===== config.mk =====
export PLATFORM = sky130hd
export DESIGN_NAME = piece_spawner_flat
export DESIGN_NICKNAME = d
export VERILOG_FILES = /design/src/rtl/piece_spawner_if.sv /design/src/rtl/piece_spawner.sv /design/src/flat_wrapper.sv
export SDC_FILE = /design/constraint.sdc
export NUM_CORES = 1
export LEC_CHECK = 0
export ABC_AREA = 1
export CAP_MARGIN = 5
export CORE_AREA = 2 2 194 196
export DETAILED_ROUTE_END_ITERATION = 6
export DIE_AREA = 0 0 196 198
export GPL_ROUTABILITY_DRIVEN = 1
export PLACE_DENSITY = 0.73
export RECOVER_POWER = 25
export REMOVE_ABC_BUFFERS = 1
export SYNTH_ARGS = -nofsm -noshare
export SYNTH_HDL_FRONTEND = slang
export SYNTH_SLANG_ARGS = --single-unit

===== constraint.sdc =====
create_clock -name Clk -period 3.3 [get_ports Clk]
set_input_delay 0.825 -clock Clk [delete_from_list [all_inputs] [get_ports Clk]]
set_output_delay 0.825 -clock Clk [all_outputs]
set_load 0.05 [all_outputs]

===== src/rtl/piece_spawner_if.sv =====
//------------------------------------------------------------------------------
// Module  : piece_spawner_if
// Brief   : Spawn request/acknowledge handshake between game top and spawner.
// Revision: 1.0
//------------------------------------------------------------------------------
`default_nettype none

interface piece_spawner_if;
    logic       create_block;
    logic [2:0] piece_type;
    logic       created;

    modport master (
        output create_block,
        output piece_type,
        input  created
    );

    modport slave (
        input  create_block,
        input  piece_type,
        output created
    );
endinterface

`default_nettype wire


===== src/rtl/piece_spawner.sv =====
//------------------------------------------------------------------------------
// Module  : piece_spawner
// Brief   : Builds the spawn mask for a requested piece, checks it against the
//           locked field, and either publishes the overlay or flags game over.
// Revision: 1.0
//------------------------------------------------------------------------------
`default_nettype none

module piece_spawner #(
    parameter int ROWS    = 24,
    parameter int COLS    = 10,
    parameter int SPAWN_X = 3,
    parameter int SPAWN_Y = 0
) (
    input  wire logic                 Clk,
    input  wire logic                 Reset_n,
    piece_spawner_if.slave            spawn_if,
    input  wire logic [ROWS*COLS-1:0] State,
    output logic      [ROWS*COLS-1:0] Show_State,
    output logic      [3:0]           X_Pos,
    output logic      [4:0]           Y_Pos,
    output logic                      piece_active,
    output logic                      game_over
);

    localparam logic [2:0] c_IDLE  = 3'd0;
    localparam logic [2:0] c_LOAD  = 3'd1;
    localparam logic [2:0] c_CHECK = 3'd2;
    localparam logic [2:0] c_DONE  = 3'd3;
    localparam logic [2:0] c_OVER  = 3'd4;

    logic [2:0]           r_state;
    logic [2:0]           w_state_next;
    logic [15:0]          w_box;
    logic [ROWS*COLS-1:0] w_mask;
    logic [ROWS*COLS-1:0] r_mask;
    logic [ROWS*COLS-1:0] r_show;
    logic [3:0]           r_x;
    logic [4:0]           r_y;
    logic                 r_active;
    logic                 r_over;
    logic                 r_created;
    logic                 w_hit;
    logic                 w_accept;
    logic                 w_latch;
    logic                 w_commit;
    logic                 w_fail;
    logic                 w_ack_next;

    // 4x4 box, nibble j holds box row j, bit k of a nibble is box column k
    function automatic logic [15:0] box_of(input logic [2:0] t);
        logic [15:0] b;
        case (t)
            3'd0:    b = {4'b0000, 4'b0000, 4'b0000, 4'b1111};
            3'd2:    b = {4'b0000, 4'b0000, 4'b0111, 4'b0010};
            3'd3:    b = {4'b0000, 4'b0000, 4'b0011, 4'b0110};
            3'd4:    b = {4'b0000, 4'b0000, 4'b0110, 4'b0011};
            3'd5:    b = {4'b0000, 4'b0000, 4'b0111, 4'b0001};
            3'd6:    b = {4'b0000, 4'b0000, 4'b0111, 4'b0100};
            default: b = {4'b0000, 4'b0000, 4'b0110, 4'b0110};
        endcase
        return b;
    endfunction

    always_comb begin
        w_box = box_of(spawn_if.piece_type);
    end

    // Place the box in the field; bits outside the field are simply never generated
    for (genvar r = 0; r < ROWS; r++) begin : g_row
        for (genvar c = 0; c < COLS; c++) begin : g_col
            if (r >= SPAWN_Y && r < SPAWN_Y + 4 && c >= SPAWN_X && c < SPAWN_X + 4) begin : g_in
                assign w_mask[r*COLS+c] = w_box[(r-SPAWN_Y)*4 + (c-SPAWN_X)];
            end else begin : g_out
                assign w_mask[r*COLS+c] = 1'b0;
            end
        end
    end

    assign w_hit = |(State & r_mask);

    always_ff @(posedge Clk) begin
        if (!Reset_n) begin
            r_state <= c_IDLE;
        end else begin
            r_state <= w_state_next;
        end
    end

    always_comb begin
        w_state_next = r_state;
        case (r_state)
            c_IDLE:  if (spawn_if.create_block && !r_over) w_state_next = c_LOAD;
            c_LOAD:  w_state_next = c_CHECK;
            c_CHECK: w_state_next = w_hit ? c_OVER : c_DONE;
            c_DONE:  if (!spawn_if.create_block) w_state_next = c_IDLE;
            c_OVER:  w_state_next = c_OVER;
            default: w_state_next = c_IDLE;
        endcase
    end

    always_comb begin
        w_accept   = (r_state == c_IDLE) && (w_state_next == c_LOAD);
        w_latch    = (r_state == c_LOAD);
        w_commit   = (r_state == c_CHECK) && !w_hit;
        w_fail     = (r_state == c_CHECK) && w_hit;
        w_ack_next = (w_state_next == c_DONE);
    end

    always_ff @(posedge Clk) begin
        if (!Reset_n) begin
            r_mask    <= '0;
            r_show    <= '0;
            r_x       <= 4'd0;
            r_y       <= 5'd0;
            r_active  <= 1'b0;
            r_over    <= 1'b0;
            r_created <= 1'b0;
        end else begin
            if (w_latch) begin
                r_mask <= w_mask;
            end
            if (w_accept) begin
                r_active <= 1'b0;
            end
            if (w_commit) begin
                r_show   <= State | r_mask;
                r_x      <= 4'(SPAWN_X);
                r_y      <= 5'(SPAWN_Y);
                r_active <= 1'b1;
            end
            if (w_fail) begin
                r_over <= 1'b1;
            end
            r_created <= w_ack_next;
        end
    end

    assign spawn_if.created = r_created;
    assign Show_State       = r_show;
    assign X_Pos            = r_x;
    assign Y_Pos            = r_y;
    assign piece_active     = r_active;
    assign game_over        = r_over;

endmodule

`default_nettype wire


===== src/flat_wrapper.sv =====
// flat-port wrapper written by rule: the top's interface ports become plain ports
module piece_spawner_flat 
#(
    parameter int ROWS    = 24,
    parameter int COLS    = 10,
    parameter int SPAWN_X = 3,
    parameter int SPAWN_Y = 0
)
  (Clk, Reset_n, State, Show_State, X_Pos, Y_Pos, piece_active, game_over, spawn_if_create_block, spawn_if_piece_type, spawn_if_created);
  piece_spawner_if spawn_if_i ();
  input  wire logic Clk;
  input  wire logic Reset_n;
  input  wire logic [ROWS*COLS-1:0] State;
  output logic      [ROWS*COLS-1:0] Show_State;
  output logic      [3:0] X_Pos;
  output logic      [4:0] Y_Pos;
  output logic piece_active;
  output logic game_over;
  input wire logic [$bits(spawn_if_i.create_block)-1:0] spawn_if_create_block;
  input wire logic [$bits(spawn_if_i.piece_type)-1:0] spawn_if_piece_type;
  output wire logic [$bits(spawn_if_i.created)-1:0] spawn_if_created;
  assign spawn_if_i.create_block = spawn_if_create_block;
  assign spawn_if_i.piece_type = spawn_if_piece_type;
  assign spawn_if_created = spawn_if_i.created;
  piece_spawner #(.ROWS(ROWS), .COLS(COLS), .SPAWN_X(SPAWN_X), .SPAWN_Y(SPAWN_Y)) u_core (.Clk(Clk), .Reset_n(Reset_n), .spawn_if(spawn_if_i), .State(State), .Show_State(Show_State), .X_Pos(X_Pos), .Y_Pos(Y_Pos), .piece_active(piece_active), .game_over(game_over));
endmodule

==> metrics, run 1 <==
flops & latches, synth around 250; Hold Buf Count CTS 0; count of cells resized by post-cts repair 0; antenna violation net count after detailed routing 0; fin. max-slew vios 0; PortBufs 490; RePlAce Congestion 0.810; Clock transition at path regs approximately 0.06 ns; vias per cell 4.43; GR Util All Layers 0.199; die area 38800 um2; Crit. End Element register; sequential-to-total area share from yosys stat 0.391; CTS sink cnt 254; Die Wd between 150 and 200 um; fmax around 360 MHz; WHS 0.473 ns; crit path DAT 3.21 ns; Syn-to-layout area delta 46.6%; RSZ-0062 raised after global routing false; crit share post-route 0.841; Initial Utilization 0.352; total grt overflow 0; CP cell instances dlygate4sd3_1, nand2_1, nand2_1, nor2_4, clkbuf_4, nand4_1, nand2_1, nor2_1; Int Power 7.30 mW; Post-Syn Instances 2143; crit path time final 2.77 ns; H-tree depth 1; VDD IR max 0.396 mV; Routed WL between 40000 and 50000 um; initial antenna violation count 0; Worst path max stage delay 0.97 ns; number of hold violations in the final report 0; pin count of the biggest net entering global routing 126; layout cells sized above 1 0.0276; Nets ~2.8k; largest cells by area after synthesis dfxtp_1, inv_1, nand2_1, nand4_1, nor2_1; Detailed Route Iter0 Violations 718; DRC viols 0; top-area cell type share of the netlist area 0.391; vias in the first global route 12.9k; multi-input combinational cell area 4540 um2; total CTS buffers 30; Worst-Margin Slew ~1.4 ns; delay-heaviest family, CP buffers and inverters; global-route wire length before repair 64300 um; sequential cell area between 5000 and 6000 um2; ANT cells 0; dpl hpwl 27300 um; CTS tree yes; Netlist cell types 19; Worst EP required 3.74 ns; Synth Area per Inst 6.07 um2; CP bufs+invs 2; Post-CTS Setup Inserts 0; fill cell count around 3.5k; setup ws final between 0.5 and 0.6 ns; Worst-Skew Late Latency 0.56 ns; switch share 0.417; Site Rows 71; critical path class input pin to register; slowest CP cell clkbuf_4; outcome complete, no violations; Comb power frac 0.434; WL/cell 13.2 um; clk buf depth 3; Placeable Area between 30000 and 40000 um2; clk_skew about 0.023 ns; final setup vio count 0; largest area contributor in the netlist dfxtp_1; max_slew headroom 0.0656; critical path launch point type input pin; IO Pins roughly 500; most frequent CP cell nand2_1; clock power share 0.260; Flop pwr share 0.306; Synth Warn # 0; Tot Pwr around 13 mW; pre-CTS setup slack 0.583 ns; via count 13.5k; worst-path maximum fanout 110; synthesized cell area 13000 um2; Pwr Density ~660 nW/um2; Max-Cap Viols 0; Pleak 9.55 nW; Hold Path Class register to register; DRT Pass-1 Iters 5; height of the die 198 um; Switching Power 5.22 mW; CTS Root Cell clkbuf_16
## cell usage after synthesis
cell and instances:
clkinv_1 1, conb_1 1, o21ai_0 4, inv_1 724
nand4_1 242, buf_6 10, buf_2 58, nand2_1 500
and2_1 1, nand3_1 5, buf_1 14, a31oi_1 1
dfxtp_1 254, nor3_2 1, clkbuf_1 49, buf_4 9
nor2_1 256, a21oi_1 12, o211a_1 1
## cell families (layout without fill, tap and decap cells)
kind of cell,count (synthesis),count (layout),share of synthesized area
simple gates,1005,1005,0.338
flops,254,254,0.391
compound gates,18,18,0.00741
buf+inv,865,1288,0.264
other cells,1,7,0.000288
## tightest hold or removal path, stage by stage (launching register included)
cell and delay, ns:
dfxtp_1 0.31, nand2_1 0.06, a21oi_1 0.06
## routing by layer
| layer | track usage | vias to the layer above | wire, um |
|---|---|---|---|
| met5 | 0 | - | 0 |
| met4 | 0.0763 | 0 | 1390 |
| met3 | 0.0504 | 80 | 3210 |
| met2 | 0.346 | 461 | 19700 |
| met1 | 0.236 | 6015 | 16100 |
| li1 | - | 6936 | - |
## area by class of cell
| type | instances | share of cell area |
|---|---|---|
| Clock buffer | 44 | 0.0469 |
| Sequential cell | 254 | 0.267 |
| Timing Repair Buffer | 510 | 0.271 |
| Tap cell | 474 | 0.0311 |
| Inverter | 725 | 0.143 |
| Multi-Input combinational cell | 1030 | 0.238 |
| Clock inverter | 9 | 0.00413 |
## final timing paths
kind / from / endpoint / slack (ns) / cells past startpoint
worst max-delay path: State[4] / u_core.Show_State[165]$_SDFFE_PN0P_ / 0.53 / 8
worst min-delay path: u_core.piece_active$_SDFFE_PN0P_ / u_core.piece_active$_SDFFE_PN0P_ / 0.47 / 2
worst max register to register: u_core.r_state[0]$_SDFF_PN0_ / u_core.Show_State[77]$_SDFFE_PN0P_ / 1.01 / 6
worst min register to register: u_core.piece_active$_SDFFE_PN0P_ / u_core.piece_active$_SDFFE_PN0P_ / 0.47 / 2
## power groups by stage
stage	Combinational [mW]	Sequential [mW]	Clock [mW]
2_1_floorplan	1.97	5.45	0
5_1_grt	5.89	3.89	3.46
6_report	5.43	3.83	3.25
3_3_place_gp	5.36	3.87	0
3_5_place_dp	5.43	3.89	0
4_1_cts	5.46	3.84	3.34
## sequential cells by signal, indices dropped and copies added (netlist names)
signal                   cells
u_core.r_state               3
u_core.spawn_if.created      1
u_core.r_mask                7
u_core.Show_State          240
u_core.X_Pos                 1
u_core.piece_active          1
u_core.game_over             1
## layout by cell type, fill, tap and decap left out, types with 9 or more instances in the layout
cell	netlist	routed
clkdlybuf4s50_1	0	488
clkbuf_16	0	31
buf_12	0	9
buf_4	9	9
dfxtp_1	254	254
a21oi_1	12	12
inv_1	724	724
nand2_1	500	500
nor2_1	256	254
nand4_1	242	242
## metrics by stage
step,util,area [um2],cells,TNS [ns]
6_report,0.516,19100,3046,0
5_1_grt,0.516,19100,3046,0
3_3_place_gp,0.491,18100,2993,0
3_5_place_dp,0.491,18100,2993,0
4_1_cts,0.517,19100,3046,0
2_1_floorplan,-,12300,2009,-3491.11
No activity file was read; power rests on OpenSTA's default activity.
==> run 2, diff against run 1 <==
--- a/config.mk
+++ b/config.mk
@@ -7,11 +7,11 @@
 export LEC_CHECK = 0
 export ABC_AREA = 1
 export CAP_MARGIN = 5
-export CORE_AREA = 2 2 194 196
+export CORE_AREA = 2 2 195 197
 export DETAILED_ROUTE_END_ITERATION = 6
-export DIE_AREA = 0 0 196 198
+export DIE_AREA = 0 0 197 199
 export GPL_ROUTABILITY_DRIVEN = 1
-export PLACE_DENSITY = 0.73
+export PLACE_DENSITY = 0.75
 export RECOVER_POWER = 25
 export REMOVE_ABC_BUFFERS = 1
 export SYNTH_ARGS = -nofsm -noshare
==> constraint.sdc (replaced) <==
create_clock -name Clk -period 2.5 [get_ports Clk]
set_input_delay 0.625 -clock Clk [delete_from_list [all_inputs] [get_ports Clk]]
set_output_delay 0.625 -clock Clk [all_outputs]
set_load 0.05 [all_outputs]
==> metrics, run 2 (same netlist as run 1, synthesis figures left out) <==
die area 39200 um2; fin area 19300 um2; Site Rows 71; CP cell instances clkdlybuf4s50_1; CTS sink cnt 254; non-filler cells, final 3069; max reg flops between 200 and 250; fin. max-slew vios 0; launch point of the worst path u_core.Show_State[226]$_SDFFE_PN0P_; Post-CTS Setup Inserts 0; max_slew headroom 0.381; pre-CTS setup slack 0.129 ns; M3 GR Usage 0.0587; clk_skew 0.0103 ns; Die Wd 197 um; fmax 413 MHz; worst-path maximum fanout 2; crit path DAT ~1.8 ns; setup ws final just under 0.08 ns; Pleak 9.70 nW; crit path time final 2.42 ns; routing usage on met2 0.339; crit share post-route 0.969; GR peak layer met2; R2R Setup Slk 0.50 ns; Crit. End Element output port; total grt overflow 0; critical path launch point type register; Levels on crit path 1; Hold Buf Count CTS 0; Cell Area, Placed roughly 18000 um2; delay-heaviest family, CP buffers and inverters; dpl hpwl 27700 um; CTS Root Cell clkbuf_16; number of hold violations in the final report 0; pin count of the biggest net entering global routing 125; fill cell count approximately 3.5k; Tot Pwr 16.8 mW; VDD IR max 0.536 mV; outcome complete, no violations; Routed WL 40100 um; height of the die between 150 and 200 um; ANT cells 0; global-route wire length before repair 63400 um; RSZ-0062 raised after global routing false; critical path class register to output port; GR Util All Layers 0.196; Nets 2817; met1 GRT Util 0.229; Placeable Area 37100 um2; total CTS buffers 30; Critical Path Sink Show_State[226]; layout cells sized above 1 0.0358; PortBufs 490; antenna violation net count after detailed routing 0; Pwr Density 870 nW/um2; Worst-Margin Slew 0.929 ns; Max-Cap Viols 0; initial antenna violation count 0; DRC viols 0; clk buf depth 3; final setup vio count 0; via count 13.5k; Worst path max stage delay about 0.9 ns; IO Pins 498; Syn-to-layout area delta 48.6%; Worst EP required 1.88 ns; worst reg2reg endpoint u_core.Show_State[184]$_SDFFE_PN0P_; Worst-Skew Late Latency between 0.5 and 0.6 ns; DRT Pass-1 Iters 5; Cell Count Post-Placement 3013; RePlAce Congestion 0.817; commonest cells after routing, fill and taps aside inv_1, nand2_1, clkdlybuf4s50_1, nor2_1, dfxtp_1; slowest CP cell clkdlybuf4s50_1; Initial Utilization 0.350; CTS tree yes; Hold Path Class input pin to register; WL/cell about 13 um; H-tree depth 1; vias in the first global route approximately 13k; R2R depth 8; vias per cell 4.39; Detailed Route Iter0 Violations roughly 630; worst r2r src u_core.r_mask[5]$_SDFFE_PN0P_; final core occ 0.521; commonest non-fill, non-tap cell in the layout inv_1; Clock transition at path regs approximately 0.060 ns; CP bufs+invs 1
==> run 2: cell types whose count changed in the layout (fill, tap and decap cells not counted), sizes merged <==
cell	before	now
dlymetal6s2s	0	1
inv	725	724
bufinv	1	3
buf	18	35
dlygate4sd3	1	2
clkinv	6	12
clkdlybuf4s50	488	486
clkinvlp	2	1
==> run 2: final cells by class <==
type                    instances  area [um2]  share of cell area
clock inverters                15         160             0.00828
multi-input cells            1030        4540               0.235
inverters                     725        2720               0.141
well taps                     474         593              0.0307
repair buffers                530        5380               0.278
clock buffers                  41         853              0.0441
flip-flops and latches        254        5080               0.263
==> run 2: worst min-delay path by stage <==
stage	from	end	slack, ns	cells past startpoint
finish	Reset_n	u_core.Show_State[82]$_SDFFE_PN0P_	0.39	3
global route	Reset_n	u_core.Show_State[6]$_SDFFE_PN0P_	0.38	3
CTS	Reset_n	u_core.Show_State[82]$_SDFFE_PN0P_	0.36	3
detailed placement	u_core.piece_active$_SDFFE_PN0P_	u_core.piece_active$_SDFFE_PN0P_	0.46	2
global placement	u_core.piece_active$_SDFFE_PN0P_	u_core.piece_active$_SDFFE_PN0P_	0.46	2
floorplan	u_core.r_mask[13]$_SDFFE_PN0P_	u_core.r_mask[13]$_SDFFE_PN0P_	0.46	2
==> run 2: metal layers <==
layer | part of all wire | routed length, um
met5 | 0 | 0
met4 | 0.030 | 1200
met3 | 0.089 | 3560
met2 | 0.48 | 19100
met1 | 0.40 | 16200
==> run 2: repair_timing <==
action,CTS,global route
endpoints found under the hold margin,0,0
endpoints found under the setup margin,0,1
resized for setup,0,1
==> run 2: metrics by stage <==
stage	hold slack (ns)	TNS (ns)
final	0.393	0
after detailed placement	0.460	0
after global placement	0.460	0
after CTS	0.365	0
after floorplan	0.459	-3639.31
after global routing	0.379	0
==> run 2: where the power goes <==
group | switching, mW | internal (mW) | total [mW] | leakage [nW]
Sequential | 0.351 | 4.71 | 5.06 | 2.07
Combinational | 4.81 | 2.48 | 7.29 | 7.13
Clock | 1.77 | 2.69 | 4.46 | 0.504
Total | 6.93 | 9.88 | 16.8 | 9.70
==> run 3, diff against run 2 <==
--- a/config.mk
+++ b/config.mk
@@ -10,7 +10,6 @@
 export CORE_AREA = 2 2 195 197
 export DETAILED_ROUTE_END_ITERATION = 6
 export DIE_AREA = 0 0 197 199
-export GPL_ROUTABILITY_DRIVEN = 1
 export PLACE_DENSITY = 0.75
 export RECOVER_POWER = 25
 export REMOVE_ABC_BUFFERS = 1
==> results of run 3 <==
No change in the layout: final DEF, timing and power equal those of run 2.
